===== config.mk =====
export PLATFORM = sky130hd
export DESIGN_NAME = servile_timer
export DESIGN_NICKNAME = d
export VERILOG_FILES = /design/src/rtl/servile_timer.sv
export SDC_FILE = /design/constraint.sdc
export NUM_CORES = 1
export LEC_CHECK = 0
export BUFFER_PORTS_ARGS = -buffer_cell sky130_fd_sc_hd__buf_2
export CORE_UTILIZATION = 27
export CTS_BUF_LIST = sky130_fd_sc_hd__clkbuf_4
export DETAILED_ROUTE_END_ITERATION = 7
export HOLD_SLACK_MARGIN = 0.15
export PLACE_DENSITY = 0.48
export SLEW_MARGIN = 25
export SYNTH_ARGS = -nofsm -noshare
export SYNTH_HDL_FRONTEND = slang
export SYNTH_SLANG_ARGS = --single-unit
export TNS_END_PERCENT = 20

===== constraint.sdc =====
create_clock -name i_clk -period 7.9 [get_ports i_clk]
set_clock_uncertainty 0.1 [all_clocks]
set_input_delay 0.395 -clock i_clk [delete_from_list [all_inputs] [get_ports i_clk]]
set_output_delay 0.395 -clock i_clk [all_outputs]
set_load 0.1 [all_outputs]

===== src/rtl/servile_timer.sv =====
// servile_timer: RISC-V machine timer on a single-access Wishbone slave port.
// 64-bit mtime with a programmable prescaler, 64-bit mtimecmp, level interrupt.
// Ports:
//   i_clk, i_rst          clock, asynchronous active-high reset
//   i_wb_adr[2:0]         word address (0 mtime_lo, 1 mtime_hi/shadow,
//                         2 mtimecmp_lo, 3 mtimecmp_hi, 4 prescale, 5-7 unused)
//   i_wb_dat, i_wb_sel    write data and byte enables
//   i_wb_we, i_wb_stb     write strobe and transfer request
//   o_wb_rdt, o_wb_ack    read data and single-cycle acknowledge
//   o_irq                 timer interrupt level (mtime >= mtimecmp)
module servile_timer #(
  parameter int unsigned PRESCALE_W = 8
) (
  input  logic                  i_clk,
  input  logic                  i_rst,
  input  logic [2:0]            i_wb_adr,
  input  logic [31:0]           i_wb_dat,
  input  logic [3:0]            i_wb_sel,
  input  logic                  i_wb_we,
  input  logic                  i_wb_stb,
  output logic [31:0]           o_wb_rdt,
  output logic                  o_wb_ack,
  output logic                  o_irq
);

  localparam logic [2:0] ADR_MTIME_LO = 3'd0;
  localparam logic [2:0] ADR_MTIME_HI = 3'd1;
  localparam logic [2:0] ADR_CMP_LO   = 3'd2;
  localparam logic [2:0] ADR_CMP_HI   = 3'd3;
  localparam logic [2:0] ADR_PRESCALE = 3'd4;

  logic [63:0]           mtime;
  logic [63:0]           mtimecmp;
  logic [PRESCALE_W-1:0] prescale;
  logic [PRESCALE_W-1:0] pcnt;
  logic [31:0]           shadow;

  logic                  access_c;
  logic                  wr_c;
  logic                  rd_c;
  logic                  tick_c;
  logic [63:0]           mtime_nxt_c;
  logic [31:0]           rdt_c;

  // Byte-lane merge of write data over the current register contents.
  function automatic logic [31:0] lane_merge(input logic [31:0] old_v,
                                             input logic [31:0] new_v,
                                             input logic [3:0]  sel);
    logic [31:0] res;
    for (int i = 0; i < 4; i++) begin
      res[8*i +: 8] = sel[i] ? new_v[8*i +: 8] : old_v[8*i +: 8];
    end
    return res;
  endfunction

  // A transfer is taken only on the edge where ack rises.
  assign access_c = i_wb_stb & ~o_wb_ack;
  assign wr_c     = access_c & i_wb_we;
  assign rd_c     = access_c & ~i_wb_we;
  assign tick_c   = (pcnt == prescale);

  // mtime next value: a write to either half beats the tick.
  always_comb begin
    mtime_nxt_c = mtime;
    if (tick_c) begin
      mtime_nxt_c = mtime + 64'd1;
    end
    if (wr_c && i_wb_adr == ADR_MTIME_LO) begin
      mtime_nxt_c = {mtime[63:32], lane_merge(mtime[31:0], i_wb_dat, i_wb_sel)};
    end else if (wr_c && i_wb_adr == ADR_MTIME_HI) begin
      mtime_nxt_c = {lane_merge(mtime[63:32], i_wb_dat, i_wb_sel), mtime[31:0]};
    end
  end

  // Read mux; the high half of mtime reads the shadow captured by the low read.
  always_comb begin
    rdt_c = 32'd0;
    case (i_wb_adr)
      ADR_MTIME_LO: rdt_c = mtime[31:0];
      ADR_MTIME_HI: rdt_c = shadow;
      ADR_CMP_LO:   rdt_c = mtimecmp[31:0];
      ADR_CMP_HI:   rdt_c = mtimecmp[63:32];
      ADR_PRESCALE: rdt_c = 32'(prescale);
      default:      rdt_c = 32'd0;
    endcase
  end

  // Handshake and read data.
  always_ff @(posedge i_clk or posedge i_rst) begin
    if (i_rst) begin
      o_wb_ack <= 1'b0;
      o_wb_rdt <= 32'd0;
      shadow   <= 32'd0;
    end else begin
      o_wb_ack <= access_c;
      if (rd_c) begin
        o_wb_rdt <= rdt_c;
        if (i_wb_adr == ADR_MTIME_LO) begin
          shadow <= mtime[63:32];
        end
      end
    end
  end

  // Counter, compare and prescale registers.
  always_ff @(posedge i_clk or posedge i_rst) begin
    if (i_rst) begin
      mtime    <= 64'd0;
      mtimecmp <= 64'hFFFF_FFFF_FFFF_FFFF;
      prescale <= '0;
      pcnt     <= '0;
    end else begin
      mtime <= mtime_nxt_c;
      if (wr_c && i_wb_adr == ADR_CMP_LO) begin
        mtimecmp[31:0] <= lane_merge(mtimecmp[31:0], i_wb_dat, i_wb_sel);
      end
      if (wr_c && i_wb_adr == ADR_CMP_HI) begin
        mtimecmp[63:32] <= lane_merge(mtimecmp[63:32], i_wb_dat, i_wb_sel);
      end
      if (wr_c && i_wb_adr == ADR_PRESCALE) begin
        prescale <= PRESCALE_W'(lane_merge(32'(prescale), i_wb_dat, i_wb_sel));
        pcnt     <= '0;
      end else if (tick_c) begin
        pcnt <= '0;
      end else begin
        pcnt <= pcnt + PRESCALE_W'(1);
      end
    end
  end

  // Level interrupt, compared every cycle from current register values.
  always_ff @(posedge i_clk or posedge i_rst) begin
    if (i_rst) begin
      o_irq <= 1'b0;
    end else begin
      o_irq <= (mtime >= mtimecmp);
    end
  end

endmodule


-- Word-level counts from Yosys, hierarchy flattened
Cells that the tools add are included.
- word-level logic and storage cells: 81
- bits of input ports: 43
- flip-flop bits (word level): 210
- reductions and logical operators: 26
- multiplexer cells: 10
- eq/ne operators: 14
- magnitude comparators: 1
- bitwise gates (word level): 6
- add/sub/neg operators: 2
- operators with widths (operator ; count):
    32-bit case mux with 5 select lines ; 1
    64-bit 2-to-1 mux ; 2
    64-bit by 1-bit adder with 64-bit output, second input constant ; 1
    64-bit greater-or-equal comparator ; 1
    8-bit 2-to-1 mux ; 6
    32-bit 2-to-1 mux ; 1
    3-bit AND reduction ; 8
    2-bit AND reduction ; 10
    2-bit inequality test, second input constant ; 9
    8-bit by 1-bit adder with 8-bit output, second input constant ; 1
    8-bit == test ; 1
    3-bit by 2-bit == test with 1-bit output, second input constant ; 2
    1-bit logical AND ; 5
    2-bit nonzero test ; 2
    1-bit bitwise AND ; 3
    3-bit by 1-bit == test with 1-bit output, second input constant ; 1
    3-bit == test, second input constant ; 1
    3-bit zero test ; 1
    1-bit NOT ; 3

-- Depth between registers and ports, before layout
- word-level depth: 6
- gate-level depth with buffers: 8

-- Worst setup path after synthesis
No wires, ideal clock.
- path type: register to register
- start point: register o_wb_ack
- end point: register shadow[10]
- data required time: 7675 ps
- period minus slack after synthesis: 2696 ps
- setup slack: 5204 ps
- setup time: 125 ps
- buffers on the path: 3
- cell stages (with the launch flop): 8
- arrival: 2472 ps
- cell sequence: dfrtp_1 -> nor2b_1 -> nand2b_1 -> clkbuf_1 -> or3_1 -> clkbuf_1 -> clkbuf_1 -> mux2_2
- cells in the longest elaborated chain, start to end: 4
- ends and longest elaborated chain (item ; line ; source):
    start: declaration ; 22 ; output logic o_wb_ack,
    start signal: assignment ; 95 ; o_wb_ack <= access_c;
    1-bit NOT ; 57 ; assign access_c = i_wb_stb & ~o_wb_ack;
    1-bit bitwise AND ; 57 ;
    via access_c ; 38 ; logic access_c;
    1-bit bitwise AND ; 59 ; assign rd_c = access_c & ~i_wb_we;
    2-bit AND reduction (no line) ; n/a ;
    end signal: assignment ; 99 ; shadow <= mtime[63:32];
    end: declaration ; 36 ; logic [31:0] shadow;
The timed path passes the listed nets, and every way through them passes these cells.
A chain may end at the register's enable or synchronous reset.

-- Worst setup path in the final report
- start point: input port i_wb_adr[2]
- end point: register mtime[32]
- cells in the longest elaborated chain, start to end: 4
- elaborated cells between the ends (all ways): 9
- classes of those cells: eq/ne (2); mux (1); bitwise (1); reduce/logical (5)
- ends and longest elaborated chain (item ; line ; source):
    start: declaration ; 16 ; input logic [2:0] i_wb_adr,
    3-bit by 1-bit == test with 1-bit output / 3-bit zero test (equally long branches) ; 70, 68 ;
    1-bit logical AND (on tied branches) ; 70, 68 ;
    2-bit inequality test (no line), or another cell as far along ; n/a ;
    3-bit AND reduction (no line) ; n/a ;
    end signal: assignment ; 113 ; mtime <= mtime_nxt_c;
    end: declaration ; 32 ; logic [63:0] mtime;
Several ways; a longest one is shown, not always the timed one. The select of a mux whose other input is x is not followed.

==> results.ini <==
[sta]
fmax_mhz = 305
final.min_clock_period_ns = 3.28
rsz0062_at_grt = no
maxSlewViolCount = 0
worst_pin_slew_ns = 1.01
fin_crit_sh_pct = 41.5
hold_violations = 0
maxSlewHeadroom_pct = 32.9
setup_viol = 0
setup_tns_ns = 0

[floorplan]
dieArea_um2 = 46400
rows = 77
ios = 77
die_w_um = 215
initial_utilization_pct = 27.6
die_h_um = 215
coreArea_um2 = 44600

[setup_path]
cp_common_cell = dlygate4sd3_1
crit_path_max_fanout = 62
r2r_slack_ns = 4.68
crit_required_ns = 8.57
worst_setup_path_start_kind = input port
reg2reg_from = mtime[6]$_DFFE_PP0P_
crit_family = buffers and inverters
worst_path_max_delay_cell = nor3_2
critPathCaptureType = flip-flop
ff2ff_path_depth = 7
r2r_end = mtime[38]$_DFFE_PP0P_
cpPeakStageDelay_ns = 0.63
cp.buffers_inverters = 4
startpoint = i_wb_adr[2]
crit_arrival_ns = 3.95
worstPathCellList = dlygate4sd3_1 -> buf_2 -> nor4bb_1 -> nand3b_1 -> buf_4 -> o21a_1 -> nor3_2 -> nor2_1 -> a211oi_1 -> dlygate4sd3_1
crit_type = in2reg

[synthesis]
syn_inst = 1256
netlist_area_um2 = 12300
synth_top_cell_by_area = dfrtp_1
synth_nets = 1365
ys_seq_area_share_pct = 43.4
ys_seq_elements = 210
synth_ff_type = dfrtp_1
syn_avg_cell_area_um2 = 9.79
synth_edf_count = 0
synth_cell_types = 66
async_flop_share_pct = 100
netlist.area_leader.share_pct = 29.7
yosys_warnings = 0
synthTopCellsByArea = dfrtp_1 30%, dfstp_2 14%, mux2_2 9.5%, ha_1 6.7%, o21ai_0 4.4%

[final_layout]
final_cell_mix = 146 x dfrtp_1, 108 x o21ai_0, 104 x mux2_2, 94 x clkbuf_4, 93 x nand2_1
layout_commonest_cell = dfrtp_1
nets = 1491
seq_area_um2 = 5340
multi_input_area_um2 = 6440
layout-drive-gt1-share_pct = 27.5
final.fill_count = 4644
area_delta_synth_final_pct = 18.1

[global_routing]
grt_pass1_vias = 10600
track_usage_pct = 18.1
grt-ovfl-total = 0
grt_pass1_wl_um = 64300
antenna_found_initial = 2
grt_start_max_net_pins = 84

[power_and_ir_drop]
p_sw_uw = 1590
power_leakage_uw = 0.00597
finalPower_uw = 3960
power_frac_clock_pct = 27.0
sw_frac_of_total_pct = 40.1
vdd_ir_drop_max_uv = 92.0
p_int_uw = 2370
seqPwrFrac_pct = 43.4
power_density_nw_per_um2 = 272
pwr-share-comb_pct = 29.6

[detailed_routing]
drt_iter0_markers = 738
drtPass1Iterations = 6
drc = 0
drt-total-wl_um = 41600
routedWlPerCell_um = 20.5
via_count = 10700
ant_nets = 0
viasPerCell = 5.29

[min_path]
hold_path_class = in2reg
holdPathEnd = mtimecmp[21]$_DFFE_PP1P_
holdPathStages = 3
hold_start = i_wb_dat[21]

[clock_tree]
cts_made_buffers = 61
clock_sinks = 210
cts-root-buf = clkbuf_4
clock_latency_ns = 0.82
postCtsSetupBuffers = 0
cts_tree = built
cts_resized = 0
cts.clk_slew.worst_paths_ns = 0.07
cts_max_level = 2
hold_buffers = 43
clockBufferDepth = 3

[placement]
numPortBuffers = 76
place_congestion = 0.816
hpwl_um = 28400

[outcome]
status = finished clean

[flow_run]
cap_viol_max_count = 0

[tightest hold or removal path: cells and delay by family]
family	cells	cell delay, ns
mux	1	0.16
buf+inv	2	0.68
[synth_stat cells, drive strengths merged, types with 3 or more instances]
cell type	count
dfstp	64
o211ai	3
o21a	8
nand2	93
o21ai	115
nand3	40
nor4	16
a221oi	28
and4b	4
nand2b	3
nor2	60
and2	7
a21o	15
xnor2	9
o22ai	18
ha	66
a32oi	6
nor2b	6
nor4b	5
and4	9
dfrtp	146
mux2	104
a211oi	3
o2bb2ai	4
clkbuf	63
nor3	32
a31oi	19
a22oi	20
o22a	12
a41o	3
a2bb2oi	6
mux2i	3
or4	5
inv	73
a22o	31
and3	12
nand4	24
or3	5
nand3b	4
buf	6
xor2	5
a21oi	85
[worst max path at each step]
stage / cells after the start / end
after CTS: 8 / mtime[32]$_DFFE_PP0P_
after detailed placement: 7 / mtimecmp[59]$_DFFE_PP1P_
after global routing: 7 / mtime[38]$_DFFE_PP0P_
final: 10 / mtime[32]$_DFFE_PP0P_
after floorplan: 1 / mtime[0]$_DFFE_PP0P_
after global placement: 7 / mtimecmp[59]$_DFFE_PP1P_
[metal layers]
layer	up-vias	track usage, %	wire length (um)
met5	-	0	0
met4	0	7.45	1180
met3	74	3.27	2250
met2	336	28.7	19400
met1	5333	24.1	18800
li1	4983	-	-
[cell type report]
cell class              count  share of cell area, %
multi-input cells         903                   44.3
flip-flops and latches    210                   36.7
repair buffers            133                   6.34
well taps                 592                   5.10
clock buffers              94                   4.86
inverters                  73                   1.94
clock inverters            21                  0.646
diodes                      1                 0.0172
[power by group through the flow]
stage	clock network, uW	logic [uW]	registers, uW
2_1_floorplan	0	744	1730
3_3_place_gp	0	1130	1730
3_5_place_dp	0	1150	1730
4_1_cts	1110	1170	1710
5_1_grt	1160	1310	1760
6_report	1070	1170	1720
[stage by stage]
stage	util [%]	setup slack [ns]	cell area (um^2)	hold WS (ns)	cells
2_1_floorplan	-	1.77	12300	0.351	1256
5_1_grt	32.5	4.41	14500	0.318	2027
4_1_cts	32.5	4.35	14500	0.265	2025
3_5_place_dp	29.7	4.49	13300	0.365	1867
3_3_place_gp	29.7	4.53	13200	0.359	1866
6_report	32.5	4.62	14500	0.331	2027
[flip-flops by register name (all words and copies together), names as in the netlist]
register  flops
mtimecmp     64
prescale      8
o_irq         1
shadow       32
o_wb_ack      1
o_wb_rdt     32
mtime        64
pcnt          8
[cell families (layout without fill, tap and decap cells)]
kind of cell,Yosys count,in the layout,share of synthesized area (%)
adders and majority gates,66,66,6.72
xor gates and xnor gates,14,14,0.997
DFF,210,210,43.4
AOI/OAI and AO/OA,385,385,20.1
and+or+nand+nor,330,330,14.1
other,0,1,0
buffers and inverters,143,321,4.72
muxes,108,108,9.95
(Power assumes the default switching activity.)
